`config.mk`:
```
export PLATFORM = sky130hd
export DESIGN_NAME = serial_deserializer
export DESIGN_NICKNAME = d
export VERILOG_FILES = /design/src/rtl/serial_deserializer.sv
export SDC_FILE = /design/constraint.sdc
export NUM_CORES = 1
export LEC_CHECK = 0
export CORE_AREA = 2 2 49 51
export DETAILED_ROUTE_END_ITERATION = 10
export DIE_AREA = 0 0 51 53
export GPL_TIMING_DRIVEN = 0
export PLACE_DENSITY = 0.84
export SYNTH_ARGS = -nofsm -noshare
export SYNTH_HDL_FRONTEND = slang
export SYNTH_SLANG_ARGS = --single-unit
```
`constraint.sdc`:
```
create_clock -name clk -period 2.56 [get_ports clk]
set_clock_uncertainty 0.05 [all_clocks]
set_input_delay 0.256 -clock clk [delete_from_list [all_inputs] [get_ports clk]]
set_output_delay 0.256 -clock clk [all_outputs]
set_load 0.02 [all_outputs]
```
`src/rtl/serial_deserializer.sv`:
```
// Serial-to-parallel frame assembler with a one-entry valid/ready output buffer.
// Sticky flags report frames dropped to back-pressure and frames cut short by a new start.
module serial_deserializer #(
  parameter int WIDTH     = 8,
  parameter bit MSB_FIRST = 1'b1
) (
  input  logic             clk,
  input  logic             reset,
  input  logic             s_valid,
  input  logic             s_data,
  input  logic             s_start,
  output logic [WIDTH-1:0] p_data,
  output logic             p_valid,
  input  logic             p_ready,
  output logic             busy,
  output logic             overrun,
  output logic             frame_err,
  input  logic             clear_err
);

  localparam int CW = $clog2(WIDTH + 1);

  localparam logic [0:0] IDLE  = 1'b0;
  localparam logic [0:0] SHIFT = 1'b1;

  logic [0:0]       r_state;
  logic [CW-1:0]    r_cnt;
  logic [WIDTH-1:0] r_sreg;
  logic [WIDTH-1:0] r_pdata;
  logic             r_pvalid;
  logic             r_ovr;
  logic             r_ferr;

  logic             w_start;
  logic             w_restart;
  logic             w_bit;
  logic             w_last;
  logic             w_free;
  logic             w_load;
  logic             w_drop;
  logic [WIDTH-1:0] w_base;
  logic [WIDTH-1:0] w_next;

  assign w_start   = s_valid && s_start;
  assign w_restart = w_start && (r_state == SHIFT);
  assign w_bit     = s_valid && !s_start && (r_state == SHIFT);
  assign w_last    = w_bit && (r_cnt == CW'(WIDTH - 1));
  assign w_free    = !r_pvalid || p_ready;
  assign w_load    = w_last && w_free;
  assign w_drop    = w_last && !w_free;

  // A start bit always begins from an empty register so no stale bits leak in.
  assign w_base = w_start ? '0 : r_sreg;
  assign w_next = MSB_FIRST ? {w_base[WIDTH-2:0], s_data}
                            : {s_data, w_base[WIDTH-1:1]};

  always_ff @(posedge clk or posedge reset) begin
    if (reset) begin
      r_state <= IDLE;
      r_cnt   <= '0;
      r_sreg  <= '0;
    end else if (w_start) begin
      r_state <= SHIFT;
      r_cnt   <= CW'(1);
      r_sreg  <= w_next;
    end else if (w_last) begin
      r_state <= IDLE;
      r_cnt   <= '0;
      r_sreg  <= w_next;
    end else if (w_bit) begin
      r_cnt  <= r_cnt + CW'(1);
      r_sreg <= w_next;
    end
  end

  always_ff @(posedge clk or posedge reset) begin
    if (reset) begin
      r_pdata  <= '0;
      r_pvalid <= 1'b0;
    end else if (w_load) begin
      r_pdata  <= w_next;
      r_pvalid <= 1'b1;
    end else if (r_pvalid && p_ready) begin
      r_pvalid <= 1'b0;
    end
  end

  // Set has priority over clear so an event on the clearing edge is not lost.
  always_ff @(posedge clk or posedge reset) begin
    if (reset) begin
      r_ovr  <= 1'b0;
      r_ferr <= 1'b0;
    end else begin
      if (w_drop)
        r_ovr <= 1'b1;
      else if (clear_err)
        r_ovr <= 1'b0;
      if (w_restart)
        r_ferr <= 1'b1;
      else if (clear_err)
        r_ferr <= 1'b0;
    end
  end

  assign p_data    = r_pdata;
  assign p_valid   = r_pvalid;
  assign busy      = (r_state == SHIFT);
  assign overrun   = r_ovr;
  assign frame_err = r_ferr;

endmodule

```
### Yosys cells after proc, flatten, opt, wreduce, memory -nomap -nowiden

Cells that the tools add are included.

| cells by class | value |
|---|---|
| reductions and logical operators | 17 |
| multiplexer cells | 14 |
| add/subtract/negate cells | 1 |
| eq/ne operators | 1 |

Operators with widths:

| cell | count |
|---|---|
| $mux W7 | 4 |
| $mux W4 | 3 |
| $logic_and A1 B1 Y1 | 8 |
| $reduce_bool A2 Y1 | 4 |
| $mux W1 | 7 |
| $add A4 B1 Y4 const B | 1 |
| $eq A4 B3 Y1 const B | 1 |
| $logic_not A1 Y1 | 3 |
| $reduce_bool A3 Y1 | 1 |
| $logic_or A1 B1 Y1 | 1 |

| word-level totals | value |
|---|---|
| output and inout bits | 12 |
| register bits | 23 |
| word-level logic and storage cells | 40 |

### Depth between registers and ports, before layout

| depth | value |
|---|---|
| depth in word-level cells | 6 |
| gate-level depth with buffers | 5 |
| gate-level depth less buffers | 4 |

### Worst setup path before layout

Ideal clock, no wire load.

| timing path | value |
|---|---|
| kind | reg-to-reg |
| start | register r_cnt[0] |
| end | register r_pdata[0] (netlist: p_data[0]) |
| path buffers | 1 |
| arrival time | 1.403 ns |
| setup time | 0.125 ns |
| cell stages (with the launch flop) | 6 |
| slack | 0.982 ns |
| cell sequence | dfrtp_1 ha_1 and3b_4 and3_4 buf_6 mux2_4 |

| between the ends | value |
|---|---|
| longest elaborated chain between the ends | 3 |

RTL lines:

| item | RTL line | source |
|---|---|---|
| start: declaration | 27 | `logic [CW-1:0] r_cnt;` |
| start signal: assignment | 71 | `r_cnt <= r_cnt + CW'(1);` |
| $eq A4 B3 Y1 | 47 | `assign w_last = w_bit && (r_cnt == CW'(WIDTH - 1));` |
| $logic_and A1 B1 Y1 | 47 |  |
| $logic_and A1 B1 Y1 | 49 | `assign w_load = w_last && w_free;` |
| end signal: assignment | 81 | `r_pdata <= w_next;` |
| end: declaration | 29 | `logic [WIDTH-1:0] r_pdata;` |

Every way passes these cells.
A chain may end at the register's enable or synchronous reset.

### Final worst setup path

| timing path | value |
|---|---|
| start | register r_cnt[0] |
| end | register r_pdata[6] (netlist: p_data[6]) |

The elaborated chain is that of the path after synthesis.

==> impl_metrics.xml <==
<?xml version="1.0" encoding="UTF-8"?>
<metrics>
  <group name="clocking">
    <metric name="clock_tree_from_tritoncts" unit="">yes</metric>
    <metric name="cts_hold_buf" unit="">0</metric>
    <metric name="total_number_of_clock_tree_sinks" unit="">23</metric>
    <metric name="insertion_delay" unit="ps">320</metric>
    <metric name="clock_slew_at_the_register_clock_pins_of_the_worst_setup_and_hold_paths" unit="ps">130</metric>
    <metric name="ctsLongestPathBuffers" unit="">2</metric>
    <metric name="total_clock_buffers_created_by_cts" unit="">3</metric>
    <metric name="cts.root.buffer_cell" unit="">clkbuf_4</metric>
    <metric name="htree_levels" unit="">1</metric>
    <metric name="cts.repair.resized" unit="">0</metric>
    <metric name="cts_setup_buffers" unit="">0</metric>
  </group>
  <group name="power_and_ir_drop">
    <metric name="vdd_drop_max" unit="uV">313</metric>
    <metric name="total_power_per_unit_cell_area" unit="nW/um2">688</metric>
    <metric name="leakagePower" unit="nW">0.565</metric>
  </group>
  <group name="sta">
    <metric name="fmax" unit="MHz">586</metric>
    <metric name="period_needed" unit="ps">1710</metric>
    <metric name="timing_worst_slew_pin_value" unit="ps">853</metric>
    <metric name="setup_tns" unit="ps">0</metric>
    <metric name="report.final.setup_viol" unit="">0</metric>
    <metric name="final_max_slew_viol_count" unit="">0</metric>
    <metric name="max_slew_margin" unit="%">43.1</metric>
    <metric name="timing.final.crit_share" unit="%">66.7</metric>
    <metric name="hold_viol" unit="">0</metric>
    <metric name="rsz0062_at_grt" unit="">no</metric>
  </group>
  <group name="yosys">
    <metric name="synth.top_cells.by_count" unit="">dfrtp_1 (23), inv_1 (10), mux2_4 (8), o22ai_1 (8)</metric>
    <metric name="asyncSetResetFlopFracSynth" unit="%">100</metric>
    <metric name="synthDistinctLibCells" unit="">26</metric>
    <metric name="synthMostInstantiatedCell" unit="">dfrtp_1</metric>
    <metric name="synth.top_cell.area_share" unit="%">55.6</metric>
    <metric name="ys_dominant_reg_cell" unit="">dfrtp_1</metric>
    <metric name="ys_ff_latch" unit="">23</metric>
    <metric name="syn-cell-area" unit="um2">1030</metric>
    <metric name="yosys.area.top_type" unit="">dfrtp_1</metric>
    <metric name="count_of_flip_flops_with_a_built_in_enable_after_synthesis" unit="">0</metric>
    <metric name="netlist_instances" unit="">84</metric>
    <metric name="yosys-top-cells-area" unit="">dfrtp_1 (56%), mux2_4 (12%), o22ai_1 (4.8%)</metric>
    <metric name="seq_area_frac_synth" unit="%">55.6</metric>
    <metric name="synth_fp_nets" unit="">92</metric>
    <metric name="synth-warning-count" unit="">0</metric>
    <metric name="postSynthAreaPerCell" unit="um2">12.3</metric>
  </group>
  <group name="critical_path">
    <metric name="worstSetupEndpointType" unit="">flop</metric>
    <metric name="r2r-end" unit="">p_data[6]</metric>
    <metric name="startpoint_type" unit="">flop</metric>
    <metric name="critPathArrivalTime" unit="ps">1870</metric>
    <metric name="required" unit="ps">2720</metric>
    <metric name="criticalPathCategory" unit="">reg -&gt; reg</metric>
    <metric name="critical_path.reg2reg.startpoint" unit="">r_cnt[0]</metric>
    <metric name="ff2ff_setup_slack" unit="ps">850</metric>
    <metric name="cp_max_fo" unit="">8</metric>
    <metric name="ff2ff_path_depth" unit="">5</metric>
  </group>
  <group name="route">
    <metric name="routedWlPerCell" unit="um">15.0</metric>
    <metric name="postRouteAntennaNets" unit="">0</metric>
    <metric name="route.detailed.drc" unit="">0</metric>
    <metric name="vias_per_cell" unit="">5.55</metric>
    <metric name="first_pass_iters" unit="">4</metric>
    <metric name="detailroute.via_count" unit="">744</metric>
    <metric name="routed_wire_length" unit="mm">2.01</metric>
    <metric name="initialDrtViolationCount" unit="">19</metric>
  </group>
  <group name="grt">
    <metric name="grt_pass1_vias" unit="">714</metric>
    <metric name="global_route.usage.total" unit="%">17.5</metric>
    <metric name="grt_pass1_wl" unit="mm">3.44</metric>
    <metric name="grt_antenna_before_repair" unit="">0</metric>
    <metric name="globalRoute.totalOverflow" unit="">0</metric>
    <metric name="grt_start_max_net_pins" unit="">24</metric>
  </group>
  <group name="floorplan">
    <metric name="start_util" unit="%">48.2</metric>
    <metric name="pin_count" unit="">19</metric>
    <metric name="fp.dieW" unit="um">51</metric>
    <metric name="placementRows" unit="">17</metric>
    <metric name="die_y" unit="um">53</metric>
    <metric name="design.die.area" unit="um2">2700</metric>
    <metric name="core_area" unit="um2">2150</metric>
  </group>
  <group name="placed_design">
    <metric name="place_area" unit="um2">1250</metric>
    <metric name="place.port_buffers" unit="">18</metric>
    <metric name="dp.final_hpwl" unit="mm">1.41</metric>
    <metric name="globalplace.congestion" unit="">0.772</metric>
  </group>
  <group name="run">
    <metric name="maxCapViolCount" unit="">0</metric>
  </group>
  <group name="cells_and_area">
    <metric name="n_antenna_cell" unit="">0</metric>
    <metric name="stdcell_area" unit="um2">1280</metric>
    <metric name="final.fill_count" unit="">171</metric>
    <metric name="area_delta_synth_final" unit="%">23.5</metric>
    <metric name="share_of_cells_above_drive_strength_1" unit="%">17.0</metric>
    <metric name="register_area" unit="um2">576</metric>
    <metric name="multi_input_comb_area" unit="um2">393</metric>
    <metric name="nNetsFinal" unit="">115</metric>
  </group>
  <group name="worst_hold_path">
    <metric name="worstHoldPathType" unit="">in -&gt; async</metric>
  </group>
  <group name="outcome">
    <metric name="status" unit="">finished, final reports clean</metric>
  </group>
</metrics>
[registers in the layout, indices dropped and copies added (netlist names)]
register	cells
overrun	1
r_cnt	4
busy	1
p_data	8
frame_err	1
p_valid	1
r_sreg	7
[metal layers]
metal	GRT usage [%]	vias up	routed length (um)
li1	-	344	-
met1	23.4	370	883
met2	28.6	26	1010
met3	2.54	4	78
met4	6.76	0	41
met5	0	-	0
[cells in the final DEF, fill, tap and decap left out, types with 2 or more instances in the layout]
cell type,netlist,layout
nand2_1,5,5
a2bb2oi_1,5,5
inv_1,10,10
clkbuf_1,2,2
clkdlybuf4s50_1,0,18
buf_2,2,2
clkbuf_4,0,3
o22ai_1,8,8
mux2_4,8,8
a31oi_1,2,2
a22o_1,3,3
dfrtp_1,23,23
[area by class of cell]
class	count	share of cell area [%]
tap	28	2.74
sequential	23	45.1
clock buffer	3	1.76
inverter	10	2.94
buffer	5	2.25
multi-input combinational	46	30.8
clock inverter	1	0.392
timing repair buffer	18	14.1
[how the worst max path moves through the flow]
stage | startpoint | endpoint | slack (ps) | cells after the start
floorplan | r_cnt[0] | p_data[0] | 980 | 5
global placement | s_valid | p_data[3] | 660 | 5
detailed placement | s_valid | p_data[3] | 630 | 5
CTS | r_cnt[0] | p_data[3] | 850 | 5
global route | r_cnt[0] | p_data[6] | 780 | 5
finish | r_cnt[0] | p_data[6] | 850 | 5
[worst max-delay path, stage by stage, from the launching register on]
cell and delay (ps):
dfrtp_1 420, ha_1 240, and3b_4 240, and3_4 180, buf_6 160, mux2_4 310
[power breakdown]
part | leakage, nW | internal, W | total (W) | switching (W)
registers | 0.304 | 0.000417 | 0.000464 | 0.0000464
logic | 0.243 | 0.000130 | 0.000245 | 0.000115
clock network | 0.0177 | 0.0000585 | 0.000171 | 0.000112
total | 0.565 | 0.000606 | 0.000879 | 0.000273
[kinds of logic after synthesis]
logic type	count (synthesis)	share of synthesized area (%)
AND/OR/NAND/NOR	14	8.34
flip-flops	23	55.6
buffers and inverters	15	6.41
multiplexers	9	12.7
AO/OA/AOI/OAI	22	15.7
adder cells (fa/ha/maj)	1	1.21
[per-stage QoR]
| step | utilization (%) | worst slack, ps | hold WS (ps) | instances | total power [W] |
|---|---|---|---|---|---|
| 2_1_floorplan | - | 982 | 208 | 84 | 0.000621 |
| 3_3_place_gp | 58.2 | 660 | 433 | 130 | 0.000699 |
| 3_5_place_dp | 58.2 | 634 | 444 | 130 | 0.000713 |
| 4_1_cts | 59.5 | 852 | 392 | 134 | 0.000879 |
| 5_1_grt | 59.5 | 776 | 456 | 134 | 0.000924 |
| 6_report | 59.5 | 853 | 344 | 134 | 0.000879 |
Power figures use the tool's default switching activity.
